==> config.mk <==
export PLATFORM = sky130hd
export DESIGN_NAME = hazard_forward_unit_flat
export DESIGN_NICKNAME = d
export VERILOG_FILES = /design/src/rtl/hazard_forward_unit_pkg.sv /design/src/rtl/hazard_forward_unit_if.sv /design/src/rtl/hazard_forward_unit_src_match.sv /design/src/rtl/hazard_forward_unit.sv /design/src/flat_wrapper.sv
export SDC_FILE = /design/constraint.sdc
export NUM_CORES = 1
export LEC_CHECK = 0
export ABC_CLOCK_PERIOD_IN_PS = 3590
export CAP_MARGIN = 15
export CORE_MARGIN = 3
export CORE_UTILIZATION = 37
export DETAILED_ROUTE_END_ITERATION = 7
export GPL_TIMING_DRIVEN = 1
export PLACE_DENSITY_LB_ADDON = 0.05
export SLEW_MARGIN = 40
export SYNTH_ARGS = -nofsm -noshare
export SYNTH_HDL_FRONTEND = slang
export SYNTH_SLANG_ARGS = --single-unit
==> constraint.sdc <==
create_clock -name clk -period 3.59 [get_ports clk]
set_clock_uncertainty 0.2 [all_clocks]
set_input_delay 1.077 -clock clk [delete_from_list [all_inputs] [get_ports clk]]
set_output_delay 1.077 -clock clk [all_outputs]
set_load 0.03 [all_outputs]
==> src/rtl/hazard_forward_unit_pkg.sv <==
// Shared encodings and types for the hazard/forwarding unit.
// The forwarding-select encoding here is what the EXE operand muxes decode.
package hazard_forward_unit_pkg;

  localparam int DEF_REG_ADDR_W = 4;
  localparam int DEF_CNT_W      = 16;

  typedef enum logic [1:0] {
    FWD_RF  = 2'b00,
    FWD_MEM = 2'b01,
    FWD_WB  = 2'b10
  } fwd_sel_e;

  typedef struct packed {
    logic hit_exe;
    logic hit_mem;
    logic load_use;
  } src_hit_t;

  // The youngest producer wins: EXE-slot writer beats MEM-slot writer.
  function automatic fwd_sel_e fwd_select(input src_hit_t hit);
    fwd_sel_e sel;
    if (hit.hit_exe) begin
      sel = FWD_MEM;
    end else if (hit.hit_mem) begin
      sel = FWD_WB;
    end else begin
      sel = FWD_RF;
    end
    return sel;
  endfunction

endpackage

==> src/rtl/hazard_forward_unit_if.sv <==
// ID-stage request and hazard/forwarding response bundle.
interface hazard_forward_unit_if #(
  parameter int REG_ADDR_W = 4,
  parameter int CNT_W      = 16
);
  logic                  id_valid;
  logic [REG_ADDR_W-1:0] id_src1;
  logic [REG_ADDR_W-1:0] id_src2;
  logic                  id_two_src;
  logic [REG_ADDR_W-1:0] id_dst;
  logic                  id_wb_en;
  logic                  id_mem_read;
  logic                  fwd_en;
  logic                  branch_taken;
  logic                  mem_ready;
  logic                  stall_id;
  logic                  freeze_all;
  logic [1:0]            fwd_sel1;
  logic [1:0]            fwd_sel2;
  logic [CNT_W-1:0]      stall_count;

  modport master (
    output id_valid, id_src1, id_src2, id_two_src, id_dst, id_wb_en, id_mem_read,
           fwd_en, branch_taken, mem_ready,
    input  stall_id, freeze_all, fwd_sel1, fwd_sel2, stall_count
  );

  modport slave (
    input  id_valid, id_src1, id_src2, id_two_src, id_dst, id_wb_en, id_mem_read,
           fwd_en, branch_taken, mem_ready,
    output stall_id, freeze_all, fwd_sel1, fwd_sel2, stall_count
  );
endinterface

==> src/rtl/hazard_forward_unit_src_match.sv <==
// Compares one ID source register against the in-flight EXE and MEM writers.
module hazard_src_match
  import hazard_forward_unit_pkg::*;
#(
  parameter int REG_ADDR_W = DEF_REG_ADDR_W
) (
  input  logic                  src_en,
  input  logic [REG_ADDR_W-1:0] src,
  input  logic                  exe_valid,
  input  logic                  exe_wb_en,
  input  logic                  exe_mem_read,
  input  logic [REG_ADDR_W-1:0] exe_dst,
  input  logic                  mem_valid,
  input  logic                  mem_wb_en,
  input  logic [REG_ADDR_W-1:0] mem_dst,
  output src_hit_t              hit
);

  always_comb begin
    hit          = '0;
    hit.hit_exe  = src_en & exe_valid & exe_wb_en & (exe_dst == src);
    hit.hit_mem  = src_en & mem_valid & mem_wb_en & (mem_dst == src);
    hit.load_use = hit.hit_exe & exe_mem_read;
  end

endmodule

==> src/rtl/hazard_forward_unit.sv <==
// RAW hazard detection, load-use stall and registered operand-forwarding selects
// for a 5-stage pipeline, with branch squash, memory-wait freeze and stall counter.
module hazard_forward_unit
  import hazard_forward_unit_pkg::*;
#(
  parameter int REG_ADDR_W = DEF_REG_ADDR_W,
  parameter int FWD_EN     = 1,
  parameter int CNT_W      = DEF_CNT_W
) (
  input  logic                 clk,
  input  logic                 rst,
  hazard_forward_unit_if.slave bus
);

  localparam logic [CNT_W-1:0] CNT_MAX = {CNT_W{1'b1}};
  localparam logic [CNT_W-1:0] CNT_ONE = {{(CNT_W-1){1'b0}}, 1'b1};

  // The WB-stage writer is not tracked: the register file writes on the falling
  // edge, so a WB producer is already visible to the ID read.
  logic                  exe_valid_q, exe_valid_d;
  logic                  exe_wb_en_q, exe_wb_en_d;
  logic                  exe_mem_read_q, exe_mem_read_d;
  logic [REG_ADDR_W-1:0] exe_dst_q, exe_dst_d;
  logic                  mem_valid_q, mem_valid_d;
  logic                  mem_wb_en_q, mem_wb_en_d;
  logic [REG_ADDR_W-1:0] mem_dst_q, mem_dst_d;
  fwd_sel_e              fwd_sel1_q, fwd_sel1_d;
  fwd_sel_e              fwd_sel2_q, fwd_sel2_d;
  logic [CNT_W-1:0]      stall_count_q, stall_count_d;

  src_hit_t hit1_s, hit2_s;
  logic     fwd_on_s, freeze_s, raw_s, stall_s, issue_s;

  hazard_src_match #(.REG_ADDR_W(REG_ADDR_W)) u_match_src1 (
    .src_en(1'b1), .src(bus.id_src1),
    .exe_valid(exe_valid_q), .exe_wb_en(exe_wb_en_q), .exe_mem_read(exe_mem_read_q),
    .exe_dst(exe_dst_q), .mem_valid(mem_valid_q), .mem_wb_en(mem_wb_en_q),
    .mem_dst(mem_dst_q), .hit(hit1_s)
  );

  hazard_src_match #(.REG_ADDR_W(REG_ADDR_W)) u_match_src2 (
    .src_en(bus.id_two_src), .src(bus.id_src2),
    .exe_valid(exe_valid_q), .exe_wb_en(exe_wb_en_q), .exe_mem_read(exe_mem_read_q),
    .exe_dst(exe_dst_q), .mem_valid(mem_valid_q), .mem_wb_en(mem_wb_en_q),
    .mem_dst(mem_dst_q), .hit(hit2_s)
  );

  // Hazard decision; a taken branch squashes ID, so it never stalls.
  always_comb begin
    fwd_on_s = bus.fwd_en & (FWD_EN != 0);
    freeze_s = ~bus.mem_ready;
    if (fwd_on_s) begin
      raw_s = hit1_s.load_use | hit2_s.load_use;
    end else begin
      raw_s = hit1_s.hit_exe | hit1_s.hit_mem | hit2_s.hit_exe | hit2_s.hit_mem;
    end
    stall_s = bus.id_valid & raw_s & ~bus.branch_taken;
    issue_s = bus.id_valid & ~stall_s & ~bus.branch_taken;
  end

  // Next-state: slot shift, forwarding selects and saturating stall counter.
  always_comb begin
    exe_valid_d    = exe_valid_q;
    exe_wb_en_d    = exe_wb_en_q;
    exe_mem_read_d = exe_mem_read_q;
    exe_dst_d      = exe_dst_q;
    mem_valid_d    = mem_valid_q;
    mem_wb_en_d    = mem_wb_en_q;
    mem_dst_d      = mem_dst_q;
    fwd_sel1_d     = fwd_sel1_q;
    fwd_sel2_d     = fwd_sel2_q;
    stall_count_d  = stall_count_q;
    if (freeze_s) begin
      stall_count_d = stall_count_q;
    end else begin
      mem_valid_d    = exe_valid_q;
      mem_wb_en_d    = exe_wb_en_q;
      mem_dst_d      = exe_dst_q;
      exe_valid_d    = issue_s;
      exe_wb_en_d    = issue_s & bus.id_wb_en;
      exe_mem_read_d = issue_s & bus.id_mem_read;
      exe_dst_d      = issue_s ? bus.id_dst : {REG_ADDR_W{1'b0}};
      if (issue_s && fwd_on_s) begin
        fwd_sel1_d = fwd_select(hit1_s);
        fwd_sel2_d = fwd_select(hit2_s);
      end else begin
        fwd_sel1_d = FWD_RF;
        fwd_sel2_d = FWD_RF;
      end
      if (stall_s && (stall_count_q != CNT_MAX)) begin
        stall_count_d = stall_count_q + CNT_ONE;
      end else begin
        stall_count_d = stall_count_q;
      end
    end
  end

  // State register with synchronous active-low reset.
  always_ff @(posedge clk) begin
    if (!rst) begin
      exe_valid_q    <= 1'b0;
      exe_wb_en_q    <= 1'b0;
      exe_mem_read_q <= 1'b0;
      exe_dst_q      <= {REG_ADDR_W{1'b0}};
      mem_valid_q    <= 1'b0;
      mem_wb_en_q    <= 1'b0;
      mem_dst_q      <= {REG_ADDR_W{1'b0}};
      fwd_sel1_q     <= FWD_RF;
      fwd_sel2_q     <= FWD_RF;
      stall_count_q  <= {CNT_W{1'b0}};
    end else begin
      exe_valid_q    <= exe_valid_d;
      exe_wb_en_q    <= exe_wb_en_d;
      exe_mem_read_q <= exe_mem_read_d;
      exe_dst_q      <= exe_dst_d;
      mem_valid_q    <= mem_valid_d;
      mem_wb_en_q    <= mem_wb_en_d;
      mem_dst_q      <= mem_dst_d;
      fwd_sel1_q     <= fwd_sel1_d;
      fwd_sel2_q     <= fwd_sel2_d;
      stall_count_q  <= stall_count_d;
    end
  end

  assign bus.stall_id    = stall_s;
  assign bus.freeze_all  = freeze_s;
  assign bus.fwd_sel1    = fwd_sel1_q;
  assign bus.fwd_sel2    = fwd_sel2_q;
  assign bus.stall_count = stall_count_q;

endmodule
==> src/flat_wrapper.sv <==
// flat-port wrapper written by rule: the top's interface ports become plain ports
module hazard_forward_unit_flat import hazard_forward_unit_pkg::*;
#(
  parameter int REG_ADDR_W = DEF_REG_ADDR_W,
  parameter int FWD_EN     = 1,
  parameter int CNT_W      = DEF_CNT_W
)
  (clk, rst, bus_id_valid, bus_id_src1, bus_id_src2, bus_id_two_src, bus_id_dst, bus_id_wb_en, bus_id_mem_read, bus_fwd_en, bus_branch_taken, bus_mem_ready, bus_stall_id, bus_freeze_all, bus_fwd_sel1, bus_fwd_sel2, bus_stall_count);
  hazard_forward_unit_if #(.REG_ADDR_W(REG_ADDR_W), .CNT_W(CNT_W)) bus_i ();
  input  logic clk;
  input  logic rst;
  input wire logic [$bits(bus_i.id_valid)-1:0] bus_id_valid;
  input wire logic [$bits(bus_i.id_src1)-1:0] bus_id_src1;
  input wire logic [$bits(bus_i.id_src2)-1:0] bus_id_src2;
  input wire logic [$bits(bus_i.id_two_src)-1:0] bus_id_two_src;
  input wire logic [$bits(bus_i.id_dst)-1:0] bus_id_dst;
  input wire logic [$bits(bus_i.id_wb_en)-1:0] bus_id_wb_en;
  input wire logic [$bits(bus_i.id_mem_read)-1:0] bus_id_mem_read;
  input wire logic [$bits(bus_i.fwd_en)-1:0] bus_fwd_en;
  input wire logic [$bits(bus_i.branch_taken)-1:0] bus_branch_taken;
  input wire logic [$bits(bus_i.mem_ready)-1:0] bus_mem_ready;
  output wire logic [$bits(bus_i.stall_id)-1:0] bus_stall_id;
  output wire logic [$bits(bus_i.freeze_all)-1:0] bus_freeze_all;
  output wire logic [$bits(bus_i.fwd_sel1)-1:0] bus_fwd_sel1;
  output wire logic [$bits(bus_i.fwd_sel2)-1:0] bus_fwd_sel2;
  output wire logic [$bits(bus_i.stall_count)-1:0] bus_stall_count;
  assign bus_i.id_valid = bus_id_valid;
  assign bus_i.id_src1 = bus_id_src1;
  assign bus_i.id_src2 = bus_id_src2;
  assign bus_i.id_two_src = bus_id_two_src;
  assign bus_i.id_dst = bus_id_dst;
  assign bus_i.id_wb_en = bus_id_wb_en;
  assign bus_i.id_mem_read = bus_id_mem_read;
  assign bus_i.fwd_en = bus_fwd_en;
  assign bus_i.branch_taken = bus_branch_taken;
  assign bus_i.mem_ready = bus_mem_ready;
  assign bus_stall_id = bus_i.stall_id;
  assign bus_freeze_all = bus_i.freeze_all;
  assign bus_fwd_sel1 = bus_i.fwd_sel1;
  assign bus_fwd_sel2 = bus_i.fwd_sel2;
  assign bus_stall_count = bus_i.stall_count;
  hazard_forward_unit #(.REG_ADDR_W(REG_ADDR_W), .FWD_EN(FWD_EN), .CNT_W(CNT_W)) u_core (.clk(clk), .rst(rst), .bus(bus_i));
endmodule
## Word level (Yosys, flattened, before mapping)

Index checks and enable logic that the tools add are counted.

| cells by class | value |
|---|---|
| equal/unequal tests | 5 |
| bitwise logic cells | 25 |
| muxes and demuxes | 8 |
| reductions and logical operators | 3 |
| $add $sub $neg | 1 |

Operators with widths:

| kind | count |
|---|---|
| AND 1 bit | 18 |
| adder 16 x 1 -> 16 bit (second input constant) | 1 |
| equality test 4 bit | 4 |
| inequality test 16 bit (second input constant) | 1 |
| two-way mux 2 bit | 6 |
| two-way mux 4 bit | 1 |
| OR 1 bit | 4 |
| NOT 1 bit | 3 |
| logical AND 1 bit | 2 |
| AND reduction 2 bit | 1 |
| two-way mux 1 bit | 1 |

| storage, ports and cells | value |
|---|---|
| input port bits | 21 |
| word-level logic and storage cells | 52 |
| register bits | 33 |
| output and inout port bits | 22 |

## Depth between registers and ports, before layout

Gate-level depths: netlist (run 1).

| logic depth | value |
|---|---|
| depth in word-level cells | 13 |
| mapped depth | 8 |

## By module

From an unflattened synthesis (run 1), not the netlist that was laid out.

| unflattened totals | value |
|---|---|
| cell total of the unflattened synthesis | 193 |
| area total of the unflattened synthesis | 1751.7 µm² |

By module, submodules not included:

| module | cells each | area each (µm²) | times used |
|---|---|---|---|
| hazard_forward_unit | 163 | 1516.5 | 1 |
| hazard_src_match | 15 | 117.6 | 2 |

## Worst setup path after synthesis (run 1)

Ideal clock, no wire load.

| path | value |
|---|---|
| path type | input port to output port |
| from | input bus_fwd_en |
| to | output bus_stall_id |
| arrival time | 2.653 ns |
| stages on the path | 6 |
| path buffers | 1 |
| slack | -0.340 ns |
| cell sequence | nand3b_1 -> or3b_1 -> o22ai_2 -> nor2_2 -> buf_6 -> nor3b_1 |

| between the ends | value |
|---|---|
| cells in the longest elaborated chain, start to end | 3 |

RTL lines:

| item | line | RTL |
|---|---|---|
| start, declared | flat_wrapper.sv:19 | `input wire logic [$bits(bus_i.fwd_en)-1:0] bus_fwd_en;` |
| two-way mux 1 bit | hazard_forward_unit.sv:52 | `if (fwd_on_s) begin` |
| AND 1 bit (2 in a row) | hazard_forward_unit.sv:57 | `stall_s = bus.id_valid & raw_s & ~bus.branch_taken;` |
| end, declared | flat_wrapper.sv:22 | `output wire logic [$bits(bus_i.stall_id)-1:0] bus_stall_id;` |

No other way between the ends.

## Worst setup path after layout (run 1)

Ends and elaborated chain as after synthesis.

==> results.md, run 1 <==
* **fraction of post-synthesis cell area in the top cell type by area** 0.377
* **Post-Syn Area** 0.00175 sq mm
* **clock buffer depth** 2
* **count of buffers inserted at the top-level ports** 42
* **CP max stage delay** 400 ps
* **cell family contributing the most delay on the critical path** simple AND/OR/NAND/NOR gates
* **# clock sinks** 33
* **relative area change from synthesis to final layout** 62.8%
* **Final Cycle Share** 0.996
* **cell row count** 24
* **Worst EP arrival** 2300 ps
* **pwr dens** 268 mW/mm^2
* **most frequently used cell type in the post-synthesis netlist** sky130_fd_sc_hd__dfxtp_1
* **total via count after detailed routing** 1945
* **number of diodes** 0
* **HPWL after DPL** 3230 um
* **total nets after synthesis** 231
* **met1 routing resource usage after global routing** 0.269
* **unrepaired setup endpoints after global routing** yes
* **CP max stage cell** sky130_fd_sc_hd__or3b_4
* **fraction of synthesized cell area in xor and xnor cells** 0.0799
* **detail-routed via count per cell** 5.37
* **Max H-tree Level** 2
* **HP Class** register to register
* **per-instance average area after synthesis** 8.39 sq um
* **final hold violation count** 0
* **met3 Use GR** 0.0534
* **top cells by area, synth** sky130_fd_sc_hd__dfxtp_1, sky130_fd_sc_hd__xnor2_1, sky130_fd_sc_hd__nand2_1
* **gr usage total** 0.208
* **routed wire length** 5590 um
* **clock latency of the later-clocked register in the worst-skew pair** 280 ps
* **dominant register cell in the synthesized netlist** sky130_fd_sc_hd__dfxtp_1
* **reg-to-reg setup timing slack** 570 ps
* **portion of the post-synthesis area used by sequential elements** 0.377
* **Rel. slew slack** 0.745
* **core box area** 0.00447 sq mm
* **weighted congestion reported at the end of routability-driven placement** 0.788
* **final design utilization** 0.638
* **remaining antenna violation count after routing** 0
* **slew at the pin closest to its max-slew limit** 379 ps
* **required time of the critical path** 2310 ps
* **proportion of layout cells with a drive suffix above 1** 0.319
* **Total Die Area** 0.00560 sq mm
* **die outline width** 74.9 um
* **wire length of the first global-routing pass** 8800 um
* **Synth Area in Compound Gates** 0.153
* **smallest hold slack** 251 ps
* **Max Clock Freq** 0.280 GHz
* **Setup Viol. Count Final** 0
* **basic-gate share of the synthesized area counting and, or, nand and nor cells** 0.296
* **Clock Root Buffer** sky130_fd_sc_hd__clkbuf_8
* **worst path bufs/invs** 2
* **antenna violations before repair** 0
* **post-synthesis sequential element count** 33
* **critical path startpoint category** primary input
* **combinational family with the most area after synthesis** simple AND/OR/NAND/NOR gates
* **number of flops mapped to enable cells by yosys** 0
* **Worst path most repeated cell** sky130_fd_sc_hd__buf_6
* **category of the worst setup path capture point** output pin
* **leak pwr** 0.00103 uW
* **count of unique library cells instantiated by Yosys** 36
* **number of slew-limit violations in the final report** 0
* **CTS clock-pin slew for the worst setup and hold paths** 70 ps
* **YS warnings** 0
* **Detailed Route Iter0 Violations** 134
* **cell chain of the critical path** buf_6, nand3b_1, or3b_4, o22ai_4, nor2_4, nor3b_4, buf_6
* **Hold-fix buffers, CTS** 0
* **worst-path fanout max** 2
* **Syn Inst Count** 209
* **TritonCTS clock tree** done
* **vias in the first global route** 1877
* **most common library cells after synthesis** sky130_fd_sc_hd__dfxtp_1, sky130_fd_sc_hd__nand2_1, sky130_fd_sc_hd__nand3_1, sky130_fd_sc_hd__xnor2_1, sky130_fd_sc_hd__o21ai_0
* **Nets** 331
* **final routed wire length divided by cell count** 15.4 um
* **DRC Markers** 0
* **portion of netlist area occupied by mux cells** 0.0571
* **Async S/R FF share, synth** 0
* **Max rail drop VDD** 187 uV
* **cell type with the highest aggregate area in the netlist** sky130_fd_sc_hd__dfxtp_1
* **result of the run** completed
* **length of the first detailed-routing pass in iterations** 4
* **pin count of the biggest net entering global routing** 23
* **clock period minus worst slack** 3580 ps
* **IO Pins** 43
* **met2 Usage GRT** 0.324
* **most heavily used metal layer in global routing** met2
* **Critical Setup Path Class** primary input to output pin
* **die boundary height** 74.9 um
* **post-synthesis share of cell area spent on full adders, half adders and majority gates** 0.00713
* **initial cell density of the core** 0.392
* **max-capacitance violation count** 0
* **TritonCTS Buffers** 5
* **Remaining Overflow, GRT** 0
* **total power of the final layout** 764 uW
flip-flops by register name, indices dropped and copies added, names as in the netlist:
name and cells:
u_core.bus.stall_count 16, u_core.exe_dst_q 4, u_core.mem_dst_q 4, u_core.bus.fwd_sel1 2, u_core.bus.fwd_sel2 2, u_core.exe_mem_read_q 1
u_core.exe_valid_q 1, u_core.exe_wb_en_q 1, u_core.mem_valid_q 1, u_core.mem_wb_en_q 1
power by group:
| group | leakage (uW) | total [uW] | switching (uW) | internal [uW] |
|---|---|---|---|---|
| Clock | 0.0000395 | 271 | 133 | 138 |
| Sequential | 0.000266 | 374 | 4.86 | 369 |
| Combinational | 0.000720 | 120 | 50.8 | 68.9 |
| Total | 0.00103 | 764 | 189 | 576 |
what timing repair did:
| action | CTS | global route |
|---|---|---|
| endpoints found under the setup margin | 1 | 5 |
| resized for setup | 23 | 38 |
| pin swaps | 9 | 18 |
| setup buffers | 39 | 1 |
tightest hold or removal path, stage by stage (launching register included):
cell and delay (ps):
sky130_fd_sc_hd__dfxtp_1 320, sky130_fd_sc_hd__nand2_1 50, sky130_fd_sc_hd__o41ai_1 50
cells by family (layout without fill, tap and decap cells):
kind of cell / Yosys count / count (layout)
compound gates: 39 / 39
simple gates: 98 / 98
xor+xnor: 16 / 16
flops: 33 / 33
mux: 10 / 10
fa+ha+maj: 1 / 1
buf+inv: 12 / 113
per-layer routing:
| metal | routed length, um | up-vias |
|---|---|---|
| met5 | 0 | - |
| met4 | 172 | 0 |
| met3 | 257 | 20 |
| met2 | 2750 | 55 |
| met1 | 2410 | 914 |
| li1 | - | 956 |
path summary, 6_finish.rpt:
path / end / depth (start not counted) / startpoint
worst max-delay path: bus_stall_id / 7 / bus_fwd_en
worst min register to register: u_core.bus.fwd_sel2[1] / 2 / u_core.bus.fwd_sel2[1]
worst max register to register: u_core.bus.fwd_sel1[1] / 18 / u_core.exe_dst_q[2]
worst min-delay path: u_core.bus.fwd_sel2[1] / 2 / u_core.bus.fwd_sel2[1]
stage by stage:
step	cells	setup slack, ps	instance area, sq um	setup TNS (ps)
2_1_floorplan	209	51.2	1770	0
3_3_place_gp	314	-360	2350	-360
3_5_place_dp	314	-365	2350	-365
4_1_cts	361	-35.9	2750	-35.9
5_1_grt	362	-66.4	2860	-157
6_report	362	12.8	2860	0
cells in the final DEF (no fill, tap or decap), drive strengths merged, types with 2 or more instances in the layout:
cell	n
clkdlybuf4s50	30
nand4	8
o31ai	5
a21boi	11
nand2b	6
o41ai	3
or4	4
o21ai	14
o22ai	2
nor3b	2
or3	7
inv	3
dfxtp	33
nand3b	2
o21a	2
nand3	16
buf	64
o311ai	2
nand2	28
mux2i	10
nor2b	9
nor2	7
clkbuf	15
xnor2	16
nor4	3
nor3	3
cell type report:
cell class	count	area [sq um]
timing repair buffer	102	841
clock buffer	8	80.1
fill	377	1620
sequential	33	661
tap	52	65.1
inverter	3	11.3
multi-input combinational	164	1200
(Power assumes the default switching activity.)
==> run 2, diff against run 1 <==
--- a/config.mk
+++ b/config.mk
@@ -9,6 +9,7 @@
 export CAP_MARGIN = 15
 export CORE_MARGIN = 3
 export CORE_UTILIZATION = 37
+export CTS_BUF_LIST = sky130_fd_sc_hd__clkbuf_16
 export DETAILED_ROUTE_END_ITERATION = 7
 export GPL_TIMING_DRIVEN = 1
 export PLACE_DENSITY_LB_ADDON = 0.05
==> results.md, run 2 (synthesized netlist as in run 1, its figures left out) <==
* **Hold-fix buffers, CTS** 0, unchanged
* **gr usage total** 0.212, was 0.208
* **CP max stage cell** sky130_fd_sc_hd__or3b_4, unchanged
* **cell chain of the critical path** buf_6, nand3b_1, or3b_4, o22ai_4, nor2_4, nor3b_4, buf_6, unchanged
* **antenna violations before repair** 0, unchanged
* **number of slew-limit violations in the final report** 0, unchanged
* **length of the first detailed-routing pass in iterations** 4, unchanged
* **total via count after detailed routing** 1973, was 1945
* **Worst path most repeated cell** sky130_fd_sc_hd__buf_6, unchanged
* **detailed-route wire length on metal 1** 2350 um, was 2410 um
* **CP max stage delay** 400 ps, about the same
* **relative area change from synthesis to final layout** 65.8%, was 62.8%
* **weighted congestion reported at the end of routability-driven placement** 0.788, unchanged
* **cell family contributing the most delay on the critical path** simple AND/OR/NAND/NOR gates, unchanged
* **Total Die Area** 0.00560 sq mm, unchanged
* **reg-to-reg setup timing slack** 560 ps, was 570 ps
* **die outline width** 74.9 um, unchanged
* **Worst EP arrival** 2320 ps, was 2300 ps
* **Rel. slew slack** 0.725, was 0.745
* **TritonCTS Buffers** 5, unchanged
* **initial cell density of the core** 0.392, unchanged
* **count of buffers inserted at the top-level ports** 42, unchanged
* **IO Pins** 43, unchanged
* **leading cell types in the layout, fill and taps excluded** sky130_fd_sc_hd__buf_4, sky130_fd_sc_hd__dfxtp_1, sky130_fd_sc_hd__clkdlybuf4s50_1, sky130_fd_sc_hd__nand2_1, sky130_fd_sc_hd__o21ai_0, was sky130_fd_sc_hd__buf_4, sky130_fd_sc_hd__dfxtp_1, sky130_fd_sc_hd__clkdlybuf4s50_1, sky130_fd_sc_hd__nand2_1
* **Max rail drop VDD** 217 uV, was 187 uV
* **Max H-tree Level** 2, unchanged
* **routed wire length** 5710 um, was 5590 um
* **clock latency of the later-clocked register in the worst-skew pair** 280 ps, about the same
* **proportion of layout cells with a drive suffix above 1** 0.325, was 0.319
* **vias in the first global route** 1916, was 1877
* **category of the worst setup path capture point** output pin, unchanged
* **DRC Markers** 0, unchanged
* **pwr dens** 308 mW/mm^2, was 268 mW/mm^2
* **Layout Cells excl Fill** 363, was 362
* **Nets** 332, was 331
* **leading cell type in the layout, fill and taps excluded** sky130_fd_sc_hd__buf_4, unchanged
* **Critical Setup Path Class** primary input to output pin, unchanged
* **final hold violation count** 0, unchanged
* **# clock sinks** 33, unchanged
* **required time of the critical path** 2310 ps, about the same
* **HP Class** register to register, unchanged
* **leak pwr** 0.00107 uW, was 0.00103 uW
* **clock period minus worst slack** 3600 ps, was 3580 ps
* **final routed wire length divided by cell count** 15.7 um, was 15.4 um
* **cell row count** 24, unchanged
* **slew at the pin closest to its max-slew limit** 409 ps, was 379 ps
* **number of flip-flops in the largest register** 16, unchanged
* **CTS clock-pin slew for the worst setup and hold paths** 50 ps, was 70 ps
* **die boundary height** 74.9 um, unchanged
* **Final Cycle Share** 1.00, was 0.996
* **layout filler cell count** 370, was 377
* **max-capacitance violation count** 0, unchanged
* **TritonCTS clock tree** done, unchanged
* **wire length of the first global-routing pass** 8880 um, was 8800 um
* **Setup Viol. Count Final** 1, was 0
* **Max Clock Freq** 0.278 GHz, was 0.280 GHz
* **number of diodes** 0, unchanged
* **Remaining Overflow, GRT** 0, unchanged
* **HPWL after DPL** 3230 um, unchanged
* **worst path bufs/invs** 2, unchanged
* **unrepaired setup endpoints after global routing** yes, unchanged
* **pin count of the biggest net entering global routing** 23, unchanged
* **clock buffer depth** 2, unchanged
* **Detailed Route Iter0 Violations** 101, was 134
* **highest metal layer with signal wires** met4, unchanged
* **post-route worst setup slack** -9.94 ps, was 12.8 ps
* **core box area** 0.00447 sq mm, unchanged
* **number of cells in the design after placement** 314, unchanged
* **remaining antenna violation count after routing** 0, unchanged
* **result of the run** finished, violations left, was completed
* **Clock Root Buffer** sky130_fd_sc_hd__clkbuf_16, was sky130_fd_sc_hd__clkbuf_8
* **routed length on met3** 321 um, was 257 um
* **violated checks** negative setup slack
* **critical path startpoint category** primary input, unchanged
* **detail-routed via count per cell** 5.44, was 5.37
* **worst-path fanout max** 2, unchanged
* **setup tns final** -9.94 ps, was 0 ps
* **routed wire length on met2** 2750 um, unchanged
==> run 2: cell count changes in the layout (fill, tap and decap cells not counted), sizes merged <==
cell | before | now
clkbuf | 15 | 12
inv | 3 | 6
clkdlybuf4s15 | 1 | 0
buf | 64 | 65
dlygate4sd2 | 0 | 1
==> run 2: worst register-to-register path, delay by kind of cell (launching register included) <==
family,cells,cell delay [ps]
buffers and inverters,12,1510
DFF,1,440
and+or+nand+nor,3,420
xor gates and xnor gates,1,170
AOI/OAI and AO/OA,2,170
==> run 2: path summary, 6_finish.rpt <==
| path | start | to | depth (start not counted) |
|---|---|---|---|
| max reg2reg | u_core.exe_dst_q[2] | u_core.bus.fwd_sel1[1] | 18 |
| min | u_core.bus.fwd_sel2[1] | u_core.bus.fwd_sel2[1] | 2 |
| max | bus_fwd_en | bus_stall_id | 7 |
| min reg2reg | u_core.bus.fwd_sel2[1] | u_core.bus.fwd_sel2[1] | 2 |
==> run 2: power breakdown <==
group | internal, uW | switching [uW] | total (uW)
Sequential | 370 | 4.97 | 375
Clock | 249 | 154 | 403
Combinational | 69.7 | 50.0 | 120
Total | 688 | 209 | 897
==> run 2: metal layers <==
layer | global-route usage | vias to the layer above
li1 | - | 955
met2 | 0.334 | 69
met4 | 0.126 | 0
met1 | 0.264 | 924
met5 | 0 | -
met3 | 0.0481 | 25
==> run 2: layout make-up <==
class	count	area, sq um	area share
Timing Repair Buffer	103	843	0.290
Tap cell	52	65.1	0.0224
Clock inverter	3	11.3	0.00387
Clock buffer	5	125	0.0430
Inverter	3	11.3	0.00387
Multi-Input combinational cell	164	1190	0.410
Sequential cell	33	661	0.227
==> run 2: stage by stage <==
| step | util | setup WS (ps) | power [uW] | hold WS [ps] | area, sq um |
|---|---|---|---|---|---|
| after floorplan | - | 51.2 | 416 | 278 | 1770 |
| after global placement | 0.526 | -360 | 459 | 243 | 2350 |
| after detailed placement | 0.526 | -365 | 460 | 236 | 2350 |
| after CTS | 0.627 | -35.9 | 886 | 252 | 2810 |
| after global routing | 0.650 | -53.4 | 922 | 273 | 2910 |
| final | 0.650 | -9.94 | 897 | 246 | 2910 |
==> run 2: timing repair <==
action	4_1_cts	5_1_grt
gates resized for setup	23	34
pin swaps	9	18
setup buffers	39	2
endpoints found under the setup margin	1	5
